--- src/rtl/uart_word_tx.sv ---
// uart_word_tx: serialises a WORD_CHUNKS*DATA_BITS word as back-to-back UART
// frames, lowest-order chunk first. Each frame is a start bit, data LSB first,
// an optional parity bit, then STOP_BITS stop bits. Each bit lasts BAUD_DIV clocks.
//
// Optional feature macro: UART_PARITY_EN. When it is defined, a parity bit
// follows the data bits. The parity bit is the XOR of the chunk data, inverted
// when PARITY_ODD=1.
//
// Handshake: send_i is sampled on every rising edge. It is accepted only when
// the FSM is in IDLE, which includes the done_o cycle. While busy_o is high,
// send_i is ignored. Acceptance latches word_i. The start bit appears on tx_o
// in the very next cycle.
//
// state_dbg exposes the current FSM state encoding for observation.
module uart_word_tx #(
  parameter int BAUD_DIV    = 434,
  parameter int DATA_BITS   = 8,
  parameter int WORD_CHUNKS = 4,
  parameter int STOP_BITS   = 1,
  parameter int PARITY_ODD  = 0
) (
  input  logic                             clk,
  input  logic                             rst,
  input  logic [DATA_BITS*WORD_CHUNKS-1:0] word_i,
  input  logic                             send_i,
  output logic                             busy_o,
  output logic                             done_o,
  output logic                             tx_o,
  output logic [2:0]                       state_dbg
);

  localparam int WW = DATA_BITS * WORD_CHUNKS;
  localparam int BW = $clog2(BAUD_DIV);
  localparam int NW = $clog2(DATA_BITS);
  localparam int CW = (WORD_CHUNKS > 1) ? $clog2(WORD_CHUNKS) : 1;

  localparam logic [BW-1:0] BAUD_LAST  = BW'(BAUD_DIV - 1);
  localparam logic [NW-1:0] DATA_LAST  = NW'(DATA_BITS - 1);
  localparam logic [NW-1:0] STOP_LAST  = NW'(STOP_BITS - 1);
  localparam logic [CW-1:0] CHUNK_LAST = CW'(WORD_CHUNKS - 1);

  typedef enum logic [2:0] {
    S_IDLE,
    S_START,
    S_DATA,
    S_STOP
`ifdef UART_PARITY_EN
    , S_PARITY
`endif
  } state_t;

  state_t          state, state_n;
  logic [BW-1:0]   baud_cnt, baud_n;
  logic [NW-1:0]   bit_cnt, bit_n;
  logic [CW-1:0]   chunk_cnt, chunk_n;
  logic [WW-1:0]   shreg, shreg_n;
  logic            tx_n, busy_n, done_n;
  logic            baud_last;

`ifdef UART_PARITY_EN
  localparam logic PAR_INV = (PARITY_ODD != 0);
  logic par_acc, par_n;
`else
  logic unused_parity_cfg;
  assign unused_parity_cfg = (PARITY_ODD != 0);
`endif

  assign baud_last = (baud_cnt == BAUD_LAST);
  assign state_dbg = state;

  // State, counters, shift register and registered outputs.
  always_ff @(posedge clk or posedge rst) begin
    if (rst) begin
      state     <= S_IDLE;
      baud_cnt  <= '0;
      bit_cnt   <= '0;
      chunk_cnt <= '0;
      shreg     <= '0;
      tx_o      <= 1'b1;
      busy_o    <= 1'b0;
      done_o    <= 1'b0;
`ifdef UART_PARITY_EN
      par_acc   <= 1'b0;
`endif
    end else begin
      state     <= state_n;
      baud_cnt  <= baud_n;
      bit_cnt   <= bit_n;
      chunk_cnt <= chunk_n;
      shreg     <= shreg_n;
      tx_o      <= tx_n;
      busy_o    <= busy_n;
      done_o    <= done_n;
`ifdef UART_PARITY_EN
      par_acc   <= par_n;
`endif
    end
  end

  // Next-state sequencing. Outputs are derived from the next state, so the
  // registered tx_o lines up exactly with the state it belongs to.
  always_comb begin
    state_n = state;
    baud_n  = baud_cnt;
    bit_n   = bit_cnt;
    chunk_n = chunk_cnt;
    shreg_n = shreg;
    done_n  = 1'b0;
`ifdef UART_PARITY_EN
    par_n   = par_acc;
`endif

    unique case (state)
      S_IDLE: begin
        if (send_i) begin
          state_n = S_START;
          shreg_n = word_i;
          baud_n  = '0;
          bit_n   = '0;
          chunk_n = '0;
`ifdef UART_PARITY_EN
          par_n   = 1'b0;
`endif
        end
      end

      S_START: begin
        if (baud_last) begin
          baud_n  = '0;
          bit_n   = '0;
          state_n = S_DATA;
        end else begin
          baud_n = baud_cnt + BW'(1);
        end
      end

      S_DATA: begin
        if (baud_last) begin
          baud_n  = '0;
          // Shifting right after each bit leaves the next chunk's LSB at bit 0.
          shreg_n = shreg >> 1;
`ifdef UART_PARITY_EN
          par_n   = par_acc ^ shreg[0];
`endif
          if (bit_cnt == DATA_LAST) begin
            bit_n = '0;
`ifdef UART_PARITY_EN
            state_n = S_PARITY;
`else
            state_n = S_STOP;
`endif
          end else begin
            bit_n = bit_cnt + NW'(1);
          end
        end else begin
          baud_n = baud_cnt + BW'(1);
        end
      end

`ifdef UART_PARITY_EN
      S_PARITY: begin
        if (baud_last) begin
          baud_n  = '0;
          bit_n   = '0;
          state_n = S_STOP;
        end else begin
          baud_n = baud_cnt + BW'(1);
        end
      end
`endif

      S_STOP: begin
        if (baud_last) begin
          baud_n = '0;
          if (bit_cnt == STOP_LAST) begin
            bit_n = '0;
            if (chunk_cnt == CHUNK_LAST) begin
              chunk_n = '0;
              state_n = S_IDLE;
              done_n  = 1'b1;
            end else begin
              chunk_n = chunk_cnt + CW'(1);
              state_n = S_START;
`ifdef UART_PARITY_EN
              par_n   = 1'b0;
`endif
            end
          end else begin
            bit_n = bit_cnt + NW'(1);
          end
        end else begin
          baud_n = baud_cnt + BW'(1);
        end
      end

      default: state_n = S_IDLE;
    endcase
  end

  // Line level and busy flag for the upcoming cycle.
  always_comb begin
    tx_n   = 1'b1;
    busy_n = (state_n != S_IDLE);
    unique case (state_n)
      S_IDLE:   tx_n = 1'b1;
      S_START:  tx_n = 1'b0;
      S_DATA:   tx_n = shreg_n[0];
`ifdef UART_PARITY_EN
      S_PARITY: tx_n = par_n ^ PAR_INV;
`endif
      S_STOP:   tx_n = 1'b1;
      default:  tx_n = 1'b1;
    endcase
  end

endmodule

--- config.mk ---
export PLATFORM = sky130hd
export DESIGN_NAME = uart_word_tx
export DESIGN_NICKNAME = d
export VERILOG_FILES = /design/src/rtl/uart_word_tx.sv
export SDC_FILE = /design/constraint.sdc
export NUM_CORES = 1
export LEC_CHECK = 0
export CORE_ASPECT_RATIO = 0.75
export CORE_UTILIZATION = 56
export CTS_CLUSTER_SIZE = 16
export DETAILED_ROUTE_END_ITERATION = 8
export PLACE_DENSITY = 0.93
export SYNTH_ARGS = -nofsm -noshare
export SYNTH_HDL_FRONTEND = slang
export SYNTH_SLANG_ARGS = --single-unit
export TNS_END_PERCENT = 5
--- constraint.sdc ---
create_clock -name clk -period 3.9 [get_ports clk]
set_clock_uncertainty 0.1 [all_clocks]
set_input_delay 0.78 -clock clk [delete_from_list [all_inputs] [get_ports clk]]
set_output_delay 0.78 -clock clk [all_outputs]
set_load 0.01 [all_outputs]
== Word level (Yosys, flattened, before mapping) ==
Index checks and enable logic that the tools add are counted.
Operators by class
  bitwise operators: 0
  $mul: 0
  reduce and logical (&&, ||, !) cells: 12
  muxes and demuxes: 31
  div/mod/pow operators: 0
  eq/ne operators: 13
  $add $sub $neg: 3
  magnitude comparators: 0
  shift operators: 0
Operators by type and width (number)
  32-bit two-way mux: 2
  32-bit one-hot mux with 2 select lines: 1
  3-bit two-way mux: 12
  3-bit one-hot mux with 4 select lines: 2
  9-bit two-way mux: 2
  9-bit one-hot mux with 2 select lines: 1
  2-bit inequality test (second input constant): 5
  9-bit by 1-bit adder with 9-bit output (second input constant): 1
  3-bit by 2-bit equality test with 1-bit output (second input constant): 3
  9-bit equality test (second input constant): 1
  2-bit two-way mux: 4
  3-bit by 1-bit equality test with 1-bit output (second input constant): 2
  3-bit logical NOT: 2
  2-bit nonzero test: 3
  1-bit two-way mux: 5
  5-bit AND reduction: 1
  2-bit one-hot mux with 2 select lines: 1
  4-bit AND reduction: 1
  4-bit nonzero test: 1
  3-bit by 1-bit adder with 3-bit output (second input constant): 1
  3-bit equality test (second input constant): 1
  3-bit AND reduction: 1
  3-bit nonzero test: 1
  3-bit OR reduction: 1
  4 further kinds: 4
Storage, ports and cells
  register bits after elaboration: 52
  bits of input ports: 35
  memories: 0
  word-level logic and storage cells: 68
  latch bits: 0
  memory bits (read-only): 0
  output and inout port bits: 6
  RAM bits: 0

== Depth between registers and ports, before layout ==
Gate-level depths: netlist of run 1.
  depth after elaboration: 7
  mapped depth: 9
  depth with buffers taken out: 7

== Least setup slack after synthesis of run 1 ==
Ideal clock, no wire load.
  kind: register to register
  start: reg baud_cnt[1]
  end: reg busy_o
  cell stages (with the launch flop): 8
  buffers on the path: 1
  period minus slack after synthesis: 2.117 ns
  path slack: 1.783 ns
  library setup time: 0.124 ns
  arrival: 1.893 ns
  required time: 3.676 ns
  path through: dfrtp_1 -> inv_1 -> ha_1 -> nand4bb_1 -> buf_2 -> o311a_1 -> or4_4 -> or2_1
Between the ends
  word-level cells in the longest chain between the ends: 4
  elaborated cells between the ends (all ways): 6
  those cells by class: 1 x eq/ne; 4 x mux; 1 x reduce/logical
Ends and longest elaborated chain
  from (decl): line 53  | logic [BW-1:0] baud_cnt, baud_n;
  from (signal assigned): line 87  | baud_cnt <= baud_n;
  9-bit equality test (*): line 68  | assign baud_last = (baud_cnt == BAUD_LAST);
  3-bit two-way mux (on tied branches): line 173, 128, 138
  3-bit one-hot mux with 4 select lines (*): line 113  | unique case (state)
  net state_n[0]: line 52  | state_t state, state_n;
  3-bit nonzero test (*): line 203  | busy_n = (state_n != S_IDLE);
  net busy_n: line 57  | logic tx_n, busy_n, done_n;
  to (signal assigned): line 92  | busy_o <= busy_n;
  to (decl): line 26  | output logic busy_o,
The timed path passes the listed nets; every way through them passes the cells marked *.
A chain may end at the register's enable or synchronous reset.

== Worst setup path in the final report of run 1 ==
  start: in send_i
  end: reg busy_o
Between the ends
  word-level cells in the longest chain between the ends: 3
Ends and longest elaborated chain
  from (decl): line 25  | input logic send_i,
  3-bit two-way mux: line 115  | if (send_i) begin
  3-bit one-hot mux with 4 select lines: line 113
  net state_n[0]: line 52
  3-bit nonzero test: line 203
  net busy_n: line 57
The timed path passes the listed nets, and every way through them passes these cells.

==> run summary, run 1 <==
run status = complete, no violations
worst path buffer plus inverter count = 2
root cell of the clock tree = sky130_fd_sc_hd__clkbuf_8
vias in the first global route = 1864
num rows = 20
WS Path Type = in2reg
LEAKAGE = 1.404 nW
number of enable flip-flop cells after synthesis = 0
clock slew at reported path FFs = 0.09 ns
total chip power = 1.256 mW
maximum vdd ir drop = 283.0 uV
post-detailed-route DRC marker count = 0
count of port buffers added during placement = 40
CP cell instances = clkdlybuf4s50_1 -> and3_1 -> buf_4 -> or4_4 -> or2_1
fraction of layout instances using a drive strength above 1 = 7.092%
Fill cells = 310
GP Congestion = 0.8230
flip-flop and latch count after synthesis = 52
number of sinks handled by clock tree synthesis = 52
power per standard cell area = 421.6 nW/um^2
cell type with the largest total area after synthesis = sky130_fd_sc_hd__dfrtp_1
number of vias per cell = 5.688
die width = 77.87 um
delay contributed by the slowest stage of the critical path = 0.61 ns
most area-consuming cells after synthesis = sky130_fd_sc_hd__dfrtp_1 53%, sky130_fd_sc_hd__nand2_1 9.9%, sky130_fd_sc_hd__a22oi_1 9.3%
All-Layer GR Usage = 24.31%
transition at the pin with the smallest max-transition slack = 1.027 ns
Final nets = 322
Post-Synthesis Cells = 244
Synth async-reset ratio = 100.0%
number of unique standard cell types used by synthesis = 43
count leader, synth = sky130_fd_sc_hd__nand2_1
RSZ-0062 raised after global routing = false
worst hold margin = 0.3876 ns
Mapped Nets = 285
final standard cell utilization of the core = 72.62%
cell types with the highest counts after synthesis = 64 x sky130_fd_sc_hd__nand2_1, 51 x sky130_fd_sc_hd__dfrtp_1, 30 x sky130_fd_sc_hd__a22oi_1
slew margin rel. = 31.44%
number of warnings issued by yosys = 0
number of placed I/O pins = 41
Syn Area/Cell = 9.907 sq um
area share of the leading cell type in the synthesized netlist = 52.80%
Post-Syn Area = 2417 sq um
floorplan core area = 4104 sq um
min-delay worst type = reg2reg
final HPWL from detailed placement = 3.225 mm
Peak Freq = 411.9 MHz
largest net degree at the start of global routing = 53
placed cell area = 2869 sq um
time the final worst path needs with I/O delays and setup = 2.428 ns
signal arrival time at the worst endpoint = 2.53 ns
Bufs on Longest Clock Path = 2
post-detailed-route wirelength per cell = 14.55 um
Worst Path Required = 4.00 ns
violation count after the first detailed-route iteration = 202
gr ovfl total = 0
total non-filler cell area in the finished layout = 2980 sq um
length of the first detailed-routing pass in iterations = 4
critical path's slowest cell = sky130_fd_sc_hd__or4_4
Initial Util = 58.90%
antenna violations before repair = 0
layout-stage area growth over the synthesis result = 23.29%
total negative slack for setup checks = 0 ns
latest clock arrival within the worst-skew pair = 0.31 ns
DRT antenna net count = 0
final hold violation count = 0
die height = 58.90 um
final worst path period share = 62.25%
antenna diode instance count = 0
Max Cap Violations = 0
TritonCTS buffer count = 5
delay-heaviest family, CP = simple AND/OR/NAND/NOR gates
total of endpoints with negative setup slack in the final report = 0
total number of vias = 1917
number of instances in the placed design = 329
leading register cell type out of synthesis = sky130_fd_sc_hd__dfrtp_1
first-pass GRT wire length = 8.445 mm
number of cells upsized or downsized after cts = 0
number of standard cells in the final layout excluding fillers = 337
part of the Yosys area used for sequential elements = 53.88%
CTS H-tree lvls = 2
type of destination of the critical path = register
Placement Setup Slack = 1.174 ns
startpoint kind of the worst setup timing path = input port
CTS Hold Buffers Added = 0
routed wire length = 4.904 mm
CTS tree = yes
buffers inserted during post-CTS setup optimization = 0
die area = 4586 sq um
Max Slew Vio Count = 0
final setup slack of the worst path = 1.472 ns
largest fanout of any net on the critical path = 37
==> where the power goes <==
group	internal, mW	switching, mW	total [mW]
Clock	0.190	0.178	0.368
Combinational	0.102	0.100	0.202
Sequential	0.622	0.0641	0.686
==> placed cells by master, fill, tap and decap left out, drive strengths merged, types with 2 or more instances in the layout <==
cell type	instances
inv	8
buf	3
a22oi	30
nor2b	2
and2	2
and4	2
nor3	2
xor2	6
o31ai	2
nand4	4
o21ai	3
xnor2	2
clkdlybuf4s50	40
nand2b	2
dfrtp	51
nand2	64
and3	2
nand3b	4
ha	6
clkbuf	5
nand3	3
a211oi	2
nor2	15
nor4	2
==> layout make-up <==
class                      instances  area [sq um]  share of cell area [%]
clock inverter                     3         42.54                   1.427
sequential                        52          1303                   43.70
timing repair buffer              43         422.9                   14.19
clock buffer                       5         68.82                   2.309
inverter                           8         30.03                   1.008
multi-input combinational        171          1045                   35.05
tap                               55         68.82                   2.309
==> worst register-to-register path, cell delays in order (launching register included) <==
cell	delay (ns)
sky130_fd_sc_hd__dfrtp_1	0.42
sky130_fd_sc_hd__inv_1	0.07
sky130_fd_sc_hd__ha_1	0.14
sky130_fd_sc_hd__nand4bb_1	0.32
sky130_fd_sc_hd__o311a_1	0.45
sky130_fd_sc_hd__or4_4	0.55
sky130_fd_sc_hd__or2_1	0.24
==> final timing paths <==
kind,start,to,slack (ns),depth (start not counted)
min in group asynchronous,rst,shreg[10],0.93,2
max,send_i,busy_o,1.47,5
min,shreg[25],shreg[25],0.39,2
min reg2reg,shreg[25],shreg[25],0.39,2
max in group asynchronous,rst,shreg[6],2.14,2
max reg2reg,baud_cnt[1],busy_o,1.52,6
==> layer usage <==
layer  routed length (um)  up-vias  part of all wire (%)  global-route usage [%]
met2                 2267       60                    46                   36.54
met4                   78        0                   1.6                   8.356
met1                 2317      926                    47                   34.43
met5                    0        -                     0                       0
met3                  241       11                   4.9                   6.667
li1                     -      920                     -                       -
==> cells by family (layout without fill, tap and decap cells) <==
kind of cell / Yosys count / in the layout / share of synthesized area [%]
AOI/OAI and AO/OA: 45 / 45 / 14.23
and+or+nand+nor: 110 / 110 / 21.95
buffers and inverters: 21 / 59 / 3.364
muxes: 1 / 1 / 0.4141
other: 1 / 1 / 0.1551
xor gates and xnor gates: 8 / 8 / 2.899
adders and majority gates: 6 / 6 / 3.106
DFF: 52 / 52 / 53.88
==> registers in the layout (all words and copies together) (netlist names) <==
signal / cells
tx_o: 1
chunk_cnt: 2
shreg: 32
baud_cnt: 9
state_dbg: 3
done_o: 1
busy_o: 1
bit_cnt: 3
(Power assumes the default switching activity.)
==> inputs of run 2 (changes only) <==
- CORE_UTILIZATION: 56 -> 52
- PLACE_DENSITY: 0.93 -> 0.87
- clock period: 3.9 -> 2.4 ns (I/O delays scaled with it)
==> run 2 against run 1 <==
  * Combinational power up 71%
  * Sequential share of layout area decreased by 1.0 points
  * Design area grew 2.4%
  * Die area is 7.5% higher
  * Final cell count grew 1.8%
  * Clock power up 66%
  * First-iteration DRC count is 40% lower
  * Core utilization shrank 4.3 points
  * Routed wire length up 1.5%
  * Non-clock buffer count up 4
  * Sequential power up 62%
==> run summary, run 2 (synthesis gave the netlist of run 1 again) <==
Final nets = 326
violation count after the first detailed-route iteration = 121
LEAKAGE = 1.437 nW
length of the first detailed-routing pass in iterations = 4
WS Path Type = reg2reg
number of placed I/O pins = 41
RSZ-0062 raised after global routing = false
largest net degree at the start of global routing = 36
final HPWL from detailed placement = 3.360 mm
slew margin rel. = 51.59%
fraction of layout instances using a drive strength above 1 = 8.392%
GP Congestion = 0.7649
largest registers ranked by flip-flop count = shreg (32), baud_cnt (9)
layout-stage area growth over the synthesis result = 26.19%
final hold violation count = 0
power per standard cell area = 677.3 nW/um^2
met3 wirelength from detailed routing = 204 um
top metal layer carrying routed signals = met4
total number of vias = 1891
latest clock arrival within the worst-skew pair = 0.31 ns
num rows = 21
type of destination of the critical path = register
number of standard cells in the final layout excluding fillers = 343
die area = 4928 sq um
post-detailed-route DRC marker count = 0
Max Slew Vio Count = 0
vias in the first global route = 1697
first-pass GRT wire length = 8.079 mm
routed wire length = 4.978 mm
All-Layer GR Usage = 22.10%
met1 WL = 2.467 mm
largest fanout of any net on the critical path = 32
met2 routed wirelength = 2.246 mm
DRT antenna net count = 0
run status = complete, no violations
die height = 61.05 um
highest-count cells in the layout ignoring fill and taps = 64 x sky130_fd_sc_hd__nand2_1, 51 x sky130_fd_sc_hd__dfrtp_1, 40 x sky130_fd_sc_hd__clkdlybuf4s50_1
antenna diode instance count = 0
maximum vdd ir drop = 394.1 uV
Max Cap Violations = 0
clock slew at reported path FFs = 0.10 ns
Most flops, register = shreg
Bufs on Longest Clock Path = 2
buffers inserted during post-CTS setup optimization = 0
number of cells upsized or downsized after cts = 0
worst path buffer plus inverter count = 3
transition at the pin with the smallest max-transition slack = 0.7253 ns
die width = 80.73 um
Fill cells = 355
final worst path period share = 92.62%
delay contributed by the slowest stage of the critical path = 0.42 ns
number of sinks handled by clock tree synthesis = 52
number of vias per cell = 5.513
startpoint kind of the worst setup timing path = register
floorplan core area = 4467 sq um
CTS H-tree lvls = 2
total negative slack for setup checks = 0 ns
total of endpoints with negative setup slack in the final report = 0
antenna violations before repair = 0
Initial Util = 54.12%
delay-heaviest family, CP = simple AND/OR/NAND/NOR gates
CTS tree = yes
CTS Hold Buffers Added = 0
number of instances in the placed design = 335
leading cell type in the layout, fill and taps excluded = sky130_fd_sc_hd__nand2_1
number of flip-flops under the largest register name = 32
min-delay worst type = reg2reg
Worst Path Required = 2.54 ns
CP cell instances = inv_1 -> ha_1 -> nand4bb_1 -> buf_4 -> nor4_4 -> buf_12 -> a22o_1 -> a211oi_2 -> mux2i_1
gr ovfl total = 0
post-detailed-route wirelength per cell = 14.51 um
signal arrival time at the worst endpoint = 2.36 ns
root cell of the clock tree = sky130_fd_sc_hd__clkbuf_8
time the final worst path needs with I/O delays and setup = 2.223 ns
TritonCTS buffer count = 5
final standard cell utilization of the core = 68.29%
Peak Freq = 449.9 MHz
count of port buffers added during placement = 40
critical path's slowest cell = sky130_fd_sc_hd__dfrtp_1
[run 2: cell count changes in the layout (fill, tap and decap cells not counted), sizes merged]
cell  delta
buf      +4
[run 2: routing by layer]
layer / GRT usage, % / vias up
met4: 7.908 / 0
met1: 32.88 / 909
met5: 0 / -
met3: 4.444 / 6
met2: 32.45 / 53
li1: - / 923
[run 2: through the flow]
step           power [mW]  cell area (sq um)  setup slack (ns)  hold slack (ns)
2_1_floorplan       1.314               2417            0.2826           0.3468
3_3_place_gp        1.448               2939            0.1539           0.3591
3_5_place_dp        1.468               2939            0.1307           0.3633
4_1_cts             2.072               3050            0.1615           0.3884
5_1_grt             2.160               3050          0.008644           0.4065
6_report            2.066               3050            0.1772           0.3865
[run 2: worst paths after layout]
| check | startpoint | slack [ns] | endpoint | depth (start not counted) |
|---|---|---|---|---|
| max | baud_cnt[1] | 0.18 | tx_o | 9 |
| min | shreg[28] | 0.39 | shreg[28] | 2 |
| max reg2reg | baud_cnt[1] | 0.18 | tx_o | 9 |
| min reg2reg | shreg[28] | 0.39 | shreg[28] | 2 |
| max in group asynchronous | rst | 1.27 | shreg[16] | 3 |
| min in group asynchronous | rst | 0.40 | shreg[30] | 2 |
[run 2: layout make-up]
| class | instances | area (sq um) | area share (%) |
|---|---|---|---|
| inverters | 8 | 30.03 | 0.9844 |
| clock buffers | 5 | 68.82 | 2.256 |
| well taps | 57 | 71.32 | 2.338 |
| multi-input cells | 171 | 1045 | 34.25 |
| repair buffers | 47 | 490.5 | 16.08 |
| clock inverters | 3 | 42.54 | 1.395 |
| flip-flops and latches | 52 | 1303 | 42.70 |
[run 2: tightest hold or removal path: cells and delay by family, from the launching register on]
| kind | cells | cell delay, ns |
|---|---|---|
| flops | 1 | 0.36 |
| simple gates | 2 | 0.11 |
[run 2: power by group]
part           switching [mW]  leakage, nW  internal (mW)
logic                   0.167        0.719          0.178
clock network           0.302       0.0541          0.309
registers              0.0984        0.664           1.01
